--- config.mk ---
export PLATFORM = sky130hd
export DESIGN_NAME = occupancy_monitor
export DESIGN_NICKNAME = d
export VERILOG_FILES = /design/src/rtl/occupancy_pkg.sv /design/src/rtl/occupancy_monitor_zone_accumulator.sv /design/src/rtl/occupancy_monitor.sv
export SDC_FILE = /design/constraint.sdc
export NUM_CORES = 1
export LEC_CHECK = 0
export ABC_AREA = 1
export CAP_MARGIN = 25
export CORE_AREA = 10 10 119 121
export DETAILED_ROUTE_END_ITERATION = 16
export DIE_AREA = 0 0 129 131
export GPL_TIMING_DRIVEN = 0
export PLACE_DENSITY = 0.83
export SETUP_SLACK_MARGIN = 0.5
export SLEW_MARGIN = 20
export SYNTH_ARGS = -nofsm -noshare
export SYNTH_HDL_FRONTEND = slang
export SYNTH_SLANG_ARGS = --single-unit
--- constraint.sdc ---
create_clock -name clk -period 8.35 [get_ports clk]
set_input_delay 2.505 -clock clk [delete_from_list [all_inputs] [get_ports clk]]
set_output_delay 2.505 -clock clk [all_outputs]
set_load 0.02 [all_outputs]
--- src/rtl/occupancy_pkg.sv ---
// occupancy_pkg: shared state type, fault bit positions and system-word field helpers
package occupancy_pkg;
   typedef enum logic {RUN, FAULT} state_t;
   localparam int FAULT_ORDER = 0;
   localparam int FAULT_RANGE = 1;
   // wide enough that count + N_EX full-scale entries, or minus N_EX full-scale exits, never wraps
   function automatic int sum_width(input int wordlen, input int n_ex);
      return wordlen + $clog2(n_ex + 1) + 2;
   endfunction
   // door 0 is least significant; within a door zone 0 is on top, and each zone is {entered, exited}
   function automatic int field_lsb(input int wordlen, input int n_zone, input int door, input int zone,
                                    input bit exited);
      return (door * n_zone + n_zone - 1 - zone) * 2 * wordlen + (exited ? 0 : wordlen);
   endfunction
endpackage

--- src/rtl/occupancy_monitor_zone_accumulator.sv ---
// zone_accumulator: signed net head count for one zone plus out-of-range flags
module zone_accumulator
   import occupancy_pkg::*;
#(
   parameter int N_EX = 4,
   parameter int WORDLEN = 8,
   localparam int SW = sum_width(WORDLEN, N_EX)
) (
   input  logic [WORDLEN-1:0]      count,
   input  logic [N_EX*WORDLEN-1:0] entered,
   input  logic [N_EX*WORDLEN-1:0] exited,
   output logic signed [SW-1:0]    sum,
   output logic                    underflow,
   output logic                    overflow
);
   always_comb begin
      sum = SW'(count);
      for (int d = 0; d < N_EX; d++)
         sum = sum + SW'(entered[d*WORDLEN +: WORDLEN]) - SW'(exited[d*WORDLEN +: WORDLEN]);
   end
   assign underflow = sum[SW-1];
   assign overflow = !sum[SW-1] && |sum[SW-2:WORDLEN];
endmodule

--- src/rtl/occupancy_monitor.sv ---
// occupancy_monitor: nested-zone head counter that commits consistent batches and halts on a sticky fault
module occupancy_monitor
   import occupancy_pkg::*;
#(
   parameter int N_EX = 4,
   parameter int N_ZONE = 2,
   parameter int WORDLEN = 8,
   localparam int FZW = N_ZONE > 1 ? $clog2(N_ZONE) : 1
) (
   input  logic                            clk,
   input  logic                            rst,
   input  logic                            in_valid,
   output logic                            in_ready,
   input  logic [2*WORDLEN*N_ZONE*N_EX-1:0] system,
   input  logic                            load,
   input  logic [N_ZONE*WORDLEN-1:0]       load_counts,
   input  logic                            clear_fault,
   output logic                            out_valid,
   output logic [N_ZONE*WORDLEN-1:0]       counts,
   output logic                            fault,
   output logic [1:0]                      fault_code,
   output logic [FZW-1:0]                  fault_zone
);
   localparam int SW = sum_width(WORDLEN, N_EX);
   state_t state, state_nx;
   logic accept, range_any, order_any, violation;
   logic [N_ZONE-1:0] range_err;
   logic [N_ZONE-2:0] order_err;
   logic signed [SW-1:0] sum [N_ZONE];
   logic [N_ZONE*WORDLEN-1:0] sum_counts;
   logic [FZW-1:0] range_zone, order_zone;
   logic [1:0] code;

   for (genvar z = 0; z < N_ZONE; z++) begin : g_zone
      logic [N_EX*WORDLEN-1:0] ent, ext;
      logic uf, of;
      for (genvar d = 0; d < N_EX; d++) begin : g_door
         assign ent[d*WORDLEN +: WORDLEN] = system[field_lsb(WORDLEN, N_ZONE, d, z, 1'b0) +: WORDLEN];
         assign ext[d*WORDLEN +: WORDLEN] = system[field_lsb(WORDLEN, N_ZONE, d, z, 1'b1) +: WORDLEN];
      end
      zone_accumulator #(.N_EX(N_EX), .WORDLEN(WORDLEN)) u_acc (
         .count    (counts[(N_ZONE-1-z)*WORDLEN +: WORDLEN]),
         .entered  (ent),
         .exited   (ext),
         .sum      (sum[z]),
         .underflow(uf),
         .overflow (of)
      );
      assign range_err[z] = uf | of;
      assign sum_counts[(N_ZONE-1-z)*WORDLEN +: WORDLEN] = sum[z][WORDLEN-1:0];
   end

   // nesting is only judged between zones whose own sums are representable
   for (genvar k = 0; k < N_ZONE-1; k++) begin : g_order
      assign order_err[k] = !range_err[k] && !range_err[k+1] && sum[k] < sum[k+1];
   end

   always_comb begin
      range_zone = '0;
      order_zone = '0;
      for (int i = N_ZONE-1; i >= 0; i--) range_zone = range_err[i] ? FZW'(i) : range_zone;
      for (int i = N_ZONE-2; i >= 0; i--) order_zone = order_err[i] ? FZW'(i) : order_zone;
   end

   always_comb begin
      code = '0;
      code[FAULT_RANGE] = range_any;
      code[FAULT_ORDER] = order_any;
   end

   assign range_any = |range_err;
   assign order_any = |order_err;
   assign violation = range_any | order_any;
   assign accept = in_valid && in_ready;

   always_ff @(posedge clk or posedge rst)
      if (rst) state <= RUN;
      else state <= state_nx;

   always_comb
      state_nx = state == RUN ? (accept && violation ? FAULT : RUN) : (clear_fault ? RUN : FAULT);

   always_comb in_ready = state == RUN && !load;

   always_ff @(posedge clk or posedge rst)
      if (rst) begin
         counts <= '0;
         fault <= 1'b0;
         fault_code <= '0;
         fault_zone <= '0;
         out_valid <= 1'b0;
      end else begin
         out_valid <= accept;
         if (load) counts <= load_counts;
         else if (accept && !violation) counts <= sum_counts;
         if (accept && violation) begin
            fault <= 1'b1;
            fault_code <= code;
            fault_zone <= range_any ? range_zone : order_zone;
         end else if (state == FAULT && clear_fault) begin
            fault <= 1'b0;
            fault_code <= '0;
            fault_zone <= '0;
         end
      end
endmodule

==> results by group, run 1 <==
Run status
  – Status: completed

Hold path
  – Hold Path Depth: 2
  – Type of the most critical hold path: reg -> reg
  – Launch point of the worst hold path: fault
  – End of the worst hold path: fault

Clock network
  – TritonCTS buffer count: 3
  – Skew-Pair Late Insertion Delay: 270 ps
  – H-tree depth: 1
  – Maximum count of clock buffers along a single path: 2
  – Buffer type at the clock tree root: sky130_fd_sc_hd__clkbuf_16
  – Clock Pin Slew Worst Setup and Hold Paths: ~60 ps
  – Number of sinks driven by the clock tree: 22
  – CTS tree: built

Route
  – Routed met3 length: around 1500 µm
  – Antenna Nets Post-Route: 0
  – Top routing layer in use: met4
  – DRC violations left: 0
  – Routed length on met2: between 10000 and 15000 µm
  – Initial DRC count: around 580
  – Number of vias per cell: 5.28
  – Routed Wire Length: 19900 µm
  – Routed wire per std cell: between 15 and 20 µm
  – Number of vias after detailed routing: a little under 6000
  – Detailed-route wire length on metal 1: between 6000 and 7000 µm
  – Pre-antenna DRT Iters: 5

Worst setup path
  – Startpoint class of the critical path: input port
  – Element type at the critical path end: register
  – Biggest cell delay along the critical path: roughly 550 ps
  – Reg2reg path depth: 36
  – Reg2reg start: counts[8]
  – Endpoint of the worst register-to-register path: counts[6]
  – Critical path data required time: around 8600 ps
  – Crit path kind: in -> reg
  – Maximum net fanout on the critical path: 5
  – Crit path arrival time: roughly 8500 ps
  – Critical path's slowest cell: sky130_fd_sc_hd__fa_1
  – Gate family responsible for the most delay along the worst path: adder cells
  – Worst reg-to-reg setup slack: 1970 ps
  – Sum of buffers and inverters on the critical path: 8

Cells and area
  – Synth-to-Final Area Change: 55.4%
  – Final core utilization: 0.765
  – Sequential standard cell area: 551 µm²
  – Fraction of layout instances using a drive strength above 1: 0.261
  – Multi-input logic area: just over 5000 µm²
  – Filler-free cell count of the finished design: approximately 1100
  – Fillers: between 700 and 800
  – Number of nets in the layout: 1270

Yosys
  – Cells taking the most area after synthesis: sky130_fd_sc_hd__fa_1, sky130_fd_sc_hd__inv_1, sky130_fd_sc_hd__ha_1
  – Number of enable flip-flop cells after synthesis: 0
  – Count leader, synth: sky130_fd_sc_hd__inv_1
  – Syn Nets: 1045
  – Asr flop ratio synth: 1.00
  – Syn Area/Cell: 7.88 µm²
  – Yosys synthesis warning count: 0
  – Post-synth cell types: 31
  – Share of the synthesized area in the top cell type: 0.344
  – Top_reg_cell synth: sky130_fd_sc_hd__dfrtp_1
  – Sequential area share after synthesis: 0.0947
  – Biggest area consumer among synthesized cells: sky130_fd_sc_hd__fa_1
  – Most numerous cell types in the synthesized netlist: sky130_fd_sc_hd__inv_1, sky130_fd_sc_hd__nand2_1, sky130_fd_sc_hd__fa_1
  – Cell count after synthesis: roughly 740
  – Seq cells post-synth: 22
  – Mapped cell area: a little under 6000 µm²

STA
  – Shortest clock period the worst path allows after layout: about 8300 ps
  – Number of endpoints failing setup at the final stage: 0
  – Transition time at the pin with the least slew margin: around 570 ps
  – Total count of max-transition violations in the final report: 0
  – Fmax: roughly 0.12 GHz
  – Final hold vios: 0
  – Setup repair after global routing missed its margin: true
  – Total negative slack: 0 ps
  – Post-route setup slack: 89.7 ps
  – Final worst clock skew: 10.1 ps
  – Max transition margin: 0.617
  – Share of the clock period used by the worst path: 0.989

Global route
  – Pin count of the biggest net entering global routing: 23
  – Number of antenna violations at the first check in global routing: 2
  – Grt ovf: 0
  – Via count of the first global-routing pass: ~6000
  – First-pass GRT wire length: about 28000 µm
  – Total routing usage reported by global routing: 0.207

Placed design
  – PortBufs: about 170
  – Number of cells after detailed placement: ~1100
  – Post-Place Worst Slack: -566 ps
  – RD Place Congestion: between 0.8 and 0.9
  – HPWL after detailed placement: approximately 13000 µm

Die
  – Die outline height: around 130 µm
  – Std-Cell Core Area: roughly 12000 µm²
  – Effective utilization at floorplan: 0.492
  – Die area: about 17000 µm²
  – Cell Rows: 40
  – Horiz. Die Dim: about 130 µm
  – Ports: ~170

Flow run
  – Total of max-cap violations: 0
-- routing by layer --
metal | vias to the layer above | GRT usage
met5 | - | 0
li1 | 2607 | -
met3 | 103 | 0.0415
met2 | 303 | 0.376
met4 | 0 | 0.0609
met1 | 2853 | 0.242
-- placed cells by master (no fill, tap or decap), types with 4 or more instances in the layout --
cell type / netlist / final
sky130_fd_sc_hd__inv_1: 228 / 212
sky130_fd_sc_hd__clkdlybuf4s50_1: 0 / 159
sky130_fd_sc_hd__nand2_1: 155 / 103
sky130_fd_sc_hd__fa_1: 100 / 96
sky130_fd_sc_hd__nand2_2: 10 / 52
sky130_fd_sc_hd__buf_4: 0 / 43
sky130_fd_sc_hd__ha_1: 58 / 34
sky130_fd_sc_hd__nand3_1: 41 / 23
sky130_fd_sc_hd__nand3_2: 5 / 22
sky130_fd_sc_hd__dfrtp_1: 22 / 22
sky130_fd_sc_hd__ha_4: 0 / 21
sky130_fd_sc_hd__a21oi_2: 0 / 20
sky130_fd_sc_hd__inv_2: 2 / 17
sky130_fd_sc_hd__o21ai_0: 18 / 14
sky130_fd_sc_hd__nor2_1: 18 / 12
sky130_fd_sc_hd__nand2_4: 1 / 11
sky130_fd_sc_hd__buf_6: 4 / 11
sky130_fd_sc_hd__xor2_1: 14 / 9
sky130_fd_sc_hd__nand4_1: 6 / 6
sky130_fd_sc_hd__a21oi_4: 0 / 5
sky130_fd_sc_hd__nor2_4: 2 / 5
sky130_fd_sc_hd__xnor2_1: 7 / 5
sky130_fd_sc_hd__xor2_2: 0 / 5
sky130_fd_sc_hd__nand3b_1: 4 / 4
sky130_fd_sc_hd__o21ai_2: 0 / 4
sky130_fd_sc_hd__a21oi_1: 29 / 4
sky130_fd_sc_hd__buf_2: 1 / 4
sky130_fd_sc_hd__fa_2: 0 / 4
-- logic make-up (layout without fill, tap and decap cells) --
| group | Yosys count | in the layout | synth area share |
|---|---|---|---|
| XOR/XNOR | 21 | 21 | 0.0316 |
| AO/OA/AOI/OAI | 52 | 52 | 0.0465 |
| buffers and inverters | 238 | 462 | 0.166 |
| adder cells (fa/ha/maj) | 158 | 158 | 0.469 |
| AND/OR/NAND/NOR | 247 | 247 | 0.192 |
| other | 0 | 2 | 0 |
| flip-flops | 22 | 22 | 0.0947 |
-- area by class of cell --
type / count / share of cell area
Multi-Input combinational cell: 478 / 0.565
Inverter: 231 / 0.0977
Sequential cell: 22 / 0.0609
Buffer: 7 / 0.00927
Antenna cell: 2 / 0.000554
Tap cell: 147 / 0.0203
Timing Repair Buffer: 220 / 0.237
Clock buffer: 4 / 0.00983
-- sequential cells by signal, summed over array words and instances, names as in the netlist --
| signal | count |
|---|---|
| fault | 1 |
| fault_zone | 1 |
| state | 1 |
| fault_code | 2 |
| counts | 16 |
| out_valid | 1 |
-- metrics by stage --
stage	cell area (µm²)	hold WS, ps
after floorplan	5960	516
after global placement	7830	467
after detailed placement	7830	469
after CTS	8670	489
after global routing	9040	509
final	9040	494
-- worst max path at each step --
stage / start / slack (ps) / to / cells past startpoint
6_report: system[10] / 90 / counts[6] / 39
5_1_grt: system[8] / -150 / fault_code[0] / 35
4_1_cts: system[10] / 360 / counts[6] / 37
3_5_place_dp: system[10] / -570 / counts[3] / 36
3_3_place_gp: system[10] / -460 / counts[6] / 36
2_1_floorplan: system[10] / 500 / counts[1] / 34
-- worst min-delay path, stage by stage, from the launching register on --
cell and delay [ps]:
sky130_fd_sc_hd__dfrtp_1 350, sky130_fd_sc_hd__nand2_1 50, sky130_fd_sc_hd__nand2_1 60
-- timing repair --
action / 4_1_cts / 5_1_grt
setup buffers: 39 / 10
gates cloned: 1 / 0
resized for setup: 131 / 69
pin swaps: 111 / 73
endpoints found under the setup margin: 21 / 21
hold buffers: 0 / 0
hold endpoints to repair: 0 / 0
Power of run 1 is left out: the tool's default activity adds up to more than one toggle a clock period on the data nets, which glitch-free logic cannot reach.
==> run 2, diff against run 1 <==
--- a/config.mk
+++ b/config.mk
@@ -12,6 +12,7 @@
 export DIE_AREA = 0 0 129 131
 export GPL_TIMING_DRIVEN = 0
 export PLACE_DENSITY = 0.83
+export RECOVER_POWER = 100
 export SETUP_SLACK_MARGIN = 0.5
 export SLEW_MARGIN = 20
 export SYNTH_ARGS = -nofsm -noshare
==> results by group, run 2 (same netlist as run 1, synthesis figures left out) <==
STA
  – Final hold vios: 0 (unchanged)
  – Share of the clock period used by the worst path: 0.992 (+0.00268)
  – Fmax: 0.121 GHz (-0.27%)
  – Setup repair after global routing missed its margin: true
  – Max transition margin: 0.373 (-0.244)
  – Total negative slack: 0 ps (unchanged)
  – Shortest clock period the worst path allows after layout: 8280 ps (+22.3 ps)
  – Transition time at the pin with the least slew margin: 939 ps (+364 ps)
  – Number of endpoints failing setup at the final stage: 0 (unchanged)
  – Final worst clock skew: 9.72 ps (-0.361 ps)
  – Total count of max-transition violations in the final report: 0 (unchanged)

Global route
  – First-pass GRT wire length: 28400 µm (unchanged)
  – Grt ovf: 0 (unchanged)
  – Total routing usage reported by global routing: 0.207 (unchanged)
  – Number of antenna violations at the first check in global routing: 2 (unchanged)
  – Pin count of the biggest net entering global routing: 23 (unchanged)
  – Via count of the first global-routing pass: 6016 (unchanged)

Placed design
  – RD Place Congestion: 0.877 (unchanged)
  – PortBufs: 169 (unchanged)
  – HPWL after detailed placement: 13400 µm (unchanged)

Clock network
  – Number of sinks driven by the clock tree: 22 (unchanged)
  – Count of hold-fix buffers inserted at cts: 0 (unchanged)
  – Clock Pin Slew Worst Setup and Hold Paths: 60 ps (about the same)
  – Skew-Pair Late Insertion Delay: 270 ps (about the same)
  – H-tree depth: 1 (unchanged)
  – Maximum count of clock buffers along a single path: 2 (unchanged)
  – CTS tree: built
  – TritonCTS buffer count: 3 (unchanged)
  – Buffer type at the clock tree root: sky130_fd_sc_hd__clkbuf_16

Worst setup path
  – Element type at the critical path end: register
  – Gate family responsible for the most delay along the worst path: adder cells
  – Critical path data required time: 8550 ps (about the same)
  – Biggest cell delay along the critical path: 550 ps (about the same)
  – Critical path's slowest cell: sky130_fd_sc_hd__fa_1
  – Sum of buffers and inverters on the critical path: 8 (unchanged)
  – Startpoint class of the critical path: input port
  – Maximum net fanout on the critical path: 5 (unchanged)
  – Crit path kind: in -> reg
  – Crit path arrival time: 8480 ps (+20 ps)

Route
  – DRC violations left: 0 (unchanged)
  – Number of vias after detailed routing: 5848 (-0.31%)
  – Initial DRC count: 604 (+4.9%)
  – Pre-antenna DRT Iters: 7 (+2)
  – Number of vias per cell: 5.26 (-0.31%)
  – Routed wire per std cell: 17.9 µm (-0.13%)
  – Routed Wire Length: 19900 µm (-0.13%)
  – Antenna Nets Post-Route: 0 (unchanged)

Cells and area
  – Register bank with the most flops: counts
  – Top flop regs: counts: 16 flops, fault_code: 2 flops
  – Fraction of layout instances using a drive strength above 1: 0.257 (-0.00416)
  – Most common library cell in the layout ignoring fill and taps: sky130_fd_sc_hd__inv_1
  – Multi-input logic area: 5090 µm² (-0.29%)
  – Number of nets in the layout: 1270 (unchanged)
  – Commonest cells after routing, fill and taps aside: sky130_fd_sc_hd__inv_1, sky130_fd_sc_hd__clkdlybuf4s50_1, sky130_fd_sc_hd__nand2_1, sky130_fd_sc_hd__fa_1, sky130_fd_sc_hd__nand2_2
  – Sequential standard cell area: 551 µm² (unchanged)
  – Max FFs per register: 16 (unchanged)
  – Fillers: 718 (+0.42%)
  – Synth-to-Final Area Change: 54.8%

Die
  – Std-Cell Core Area: 11800 µm² (unchanged)
  – Die outline height: 131 µm (unchanged)
  – Ports: 171 (unchanged)
  – Cell Rows: 40 (unchanged)
  – Die area: 16900 µm² (unchanged)
  – Horiz. Die Dim: 129 µm (unchanged)
  – Effective utilization at floorplan: 0.492 (unchanged)

Run status
  – Status: completed

Hold path
  – Type of the most critical hold path: reg -> reg

Flow run
  – Total of max-cap violations: 0 (unchanged)
run 2: stage by stage:
stage          instance area [µm²]   util  cells  worst slack (ps)  hold WS, ps
3_3_place_gp                  7830  0.663   1054              -459          467
2_1_floorplan                 5960      -    738               502          516
3_5_place_dp                  7830  0.663   1054              -566          469
6_report                      9000  0.762   1111              67.4          486
5_1_grt                       9000  0.762   1111              -158          504
4_1_cts                       8670  0.734   1098               358          489
run 2: layout make-up:
cell class / instances / area share
clock buffer: 4 / 0.00987
inverter: 231 / 0.0982
buffer: 7 / 0.00931
antenna: 2 / 0.000556
sequential: 22 / 0.0612
tap: 147 / 0.0204
multi-input combinational: 478 / 0.565
timing repair buffer: 220 / 0.235
run 2: layer usage:
layer / track usage / share of wire
met1: 0.242 / 0.33
met2: 0.376 / 0.53
met3: 0.0415 / 0.085
met4: 0.0609 / 0.048
met5: 0 / 0
run 2: tightest hold or removal path: stages (launching register included):
cell                      delay, ps
sky130_fd_sc_hd__dfrtp_1        340
sky130_fd_sc_hd__nand2_1         50
sky130_fd_sc_hd__nand2_1         60
run 2: repair_timing:
action,in CTS,in global routing
pin swaps,111,73
setup endpoints to repair,21,21
resized for setup,131,69
cloned,1,0
buffers inserted,39,10
run 2: path summary, 6_finish.rpt:
check | from | endpoint | slack [ps] | cells past startpoint
max | system[10] | counts[6] | 70 | 39
min reg2reg | fault | fault | 490 | 2
max reg2reg | counts[8] | counts[6] | 1960 | 36
max in group asynchronous | rst | counts[6] | 4490 | 3
min | fault | fault | 490 | 2
min in group asynchronous | rst | counts[7] | 2670 | 2
Power of run 2 is left out for the same reason.
==> run 3, diff against run 2 <==
--- a/config.mk
+++ b/config.mk
@@ -14,7 +14,6 @@
 export PLACE_DENSITY = 0.83
 export RECOVER_POWER = 100
 export SETUP_SLACK_MARGIN = 0.5
-export SLEW_MARGIN = 20
 export SYNTH_ARGS = -nofsm -noshare
 export SYNTH_HDL_FRONTEND = slang
 export SYNTH_SLANG_ARGS = --single-unit
==> results of run 3 <==
The final DEF is identical to that of run 2; final timing and power are the same.
Power of run 3 is left out for the same reason.
==> variant (flow settings as in run 2) <==
Reset style: synchronous (`rst`), changed in 2 clocked blocks.
--- a/src/rtl/occupancy_monitor.sv
+++ b/src/rtl/occupancy_monitor.sv
@@ -74,5 +74,5 @@
    assign accept = in_valid && in_ready;
 
-   always_ff @(posedge clk or posedge rst)
+   always_ff @(posedge clk)
       if (rst) state <= RUN;
       else state <= state_nx;
@@ -83,5 +83,5 @@
    always_comb in_ready = state == RUN && !load;
 
-   always_ff @(posedge clk or posedge rst)
+   always_ff @(posedge clk)
       if (rst) begin
          counts <= '0;
Behaviour: differs if rst is asserted again (counterexample within 4 cycles, from zero or initial values and one cycle with rst high); with rst held inactive, the same outputs for 4 cycles.
==> variant against run 2 <==
- via count fell by 5.6%
- die area stayed put
- critical endpoint is now counts[2]
- cell area down 3.0%
- cell count is 2.7% lower
- sequential cell count did not move
- count of clock-buffer cells in the layout fell by 1
- critical path type unchanged
- synthesized cell count is 3.1% lower
- critical path depth fell by 6
- wire length down 11%
- synthesized area decreased by 3.3%
- global-route usage fell by 0.94 points
- worst setup slack better by 170 ps
Power is not shown: default switching activity piles up to over one toggle a cycle in this logic, so the estimate is an artifact.
==> variant: results <==
[clock_network]
clkSlewWorstSetupHoldPaths_ps = 60
cts_hold_buffers = 0
clockBufferDepth = 2
htreeDepth = 1

[yosys]
synth_common_cells = inv_1, nand2_1, fa_1, ha_1
synth_area_leaders = fa_1, inv_1, ha_1
synthFlopType = dfxtp_1
ys_seq_area_share_pct = 7.83
synth_async_sr_flop_share_pct = 0
synth_nets = 1022

[critical_path]
max_stage_delay_ps = 530
crit_arrival_ps = 8300

[sta]
worst_pin_slew_ps = 699
skew_ps = 2.78

[detailed_routing]
drtPass1Iterations = 6
routed_via_density = 5.11
drt_iter0_markers = 389
wl_per_cell_um = 16.3

[place]
place.gp.congestion = 0.889
dp_slack_ps = -649
post-dp-hpwl_mm = 13.1

[status]
status = complete, no violations

[grt]
grt_usage_pct = 19.8
grt_pass1_vias = 5819
grt_max_degree = 14
grt_pass1_wl_mm = 27.2
antenna_found_initial = 0

[final_layout]
drive_above_1_share_pct = 22.9
fillers = 758
nets = 1242
n_antenna_cell = 0
reg.largest.list = counts (16), fault_code (2)
## variant: cell types whose count changed in the layout (fill, tap and decap cells not counted), sizes merged, moves of 7 or more
cell	change
a21oi	+17
buf	-7
dfrtp	-22
dfxtp	+22
inv	-25
nand2	-22
nor2	+7
## variant: path summary, 6_finish.rpt
kind | startpoint | endpoint | slack [ps] | cells after the start
setup / recovery | system[11] | counts[2] | 240 | 33
hold / removal | fault | fault | 480 | 2
setup reg to reg | counts[9] | counts[2] | 2170 | 35
hold reg to reg | fault | fault | 480 | 2
## variant: metal layers
metal / wire, µm / global-route usage [%] / vias up / part of all wire (%)
met5: 0 / 0 / - / 0
met4: 380 / 4.21 / 0 / 2.2
met3: 1350 / 3.99 / 40 / 7.7
met2: 9480 / 37.0 / 251 / 54
met1: 6460 / 22.7 / 2662 / 37
li1: - / - / 2569 / -
## variant: cell families after synthesis
kind of cell | synth area share (%)
fa+ha+maj | 48.5
compound gates | 7.23
xor+xnor | 3.43
simple gates | 18.2
flops | 7.83
buf+inv | 14.6
mux | 0.178
## variant: per-stage QoR
step	utilization, %	cell area, µm²	cells
after CTS	72.0	8500	1072
final	73.9	8730	1081
after floorplan	-	5730	715
after global routing	73.9	8730	1081
after global placement	64.4	7610	1031
after detailed placement	64.4	7610	1031
## variant: final cells by class
cell class | instances | area share (%)
multi-input cells | 479 | 58.2
repair buffers | 215 | 23.9
inverters | 205 | 8.85
flip-flops and latches | 22 | 5.05
well taps | 147 | 2.11
clock buffers | 3 | 0.860
plain buffers | 9 | 0.660
clock inverters | 1 | 0.344
## variant: what timing repair did
item                                    4_1_cts  5_1_grt
setup buffers                                36        9
endpoints found under the setup margin       21       21
gates resized for setup                     138       39
cloned                                        1        0
pin swaps                                   107       57
## variant: worst max-delay path, delay by kind of cell
| family | cells | cell delay (ps) |
|---|---|---|
| adder cells (fa/ha/maj) | 7 | 2820 |
| AND/OR/NAND/NOR | 12 | 1200 |
| AO/OA/AOI/OAI | 7 | 910 |
| buffers and inverters | 6 | 660 |
| XOR/XNOR | 1 | 210 |
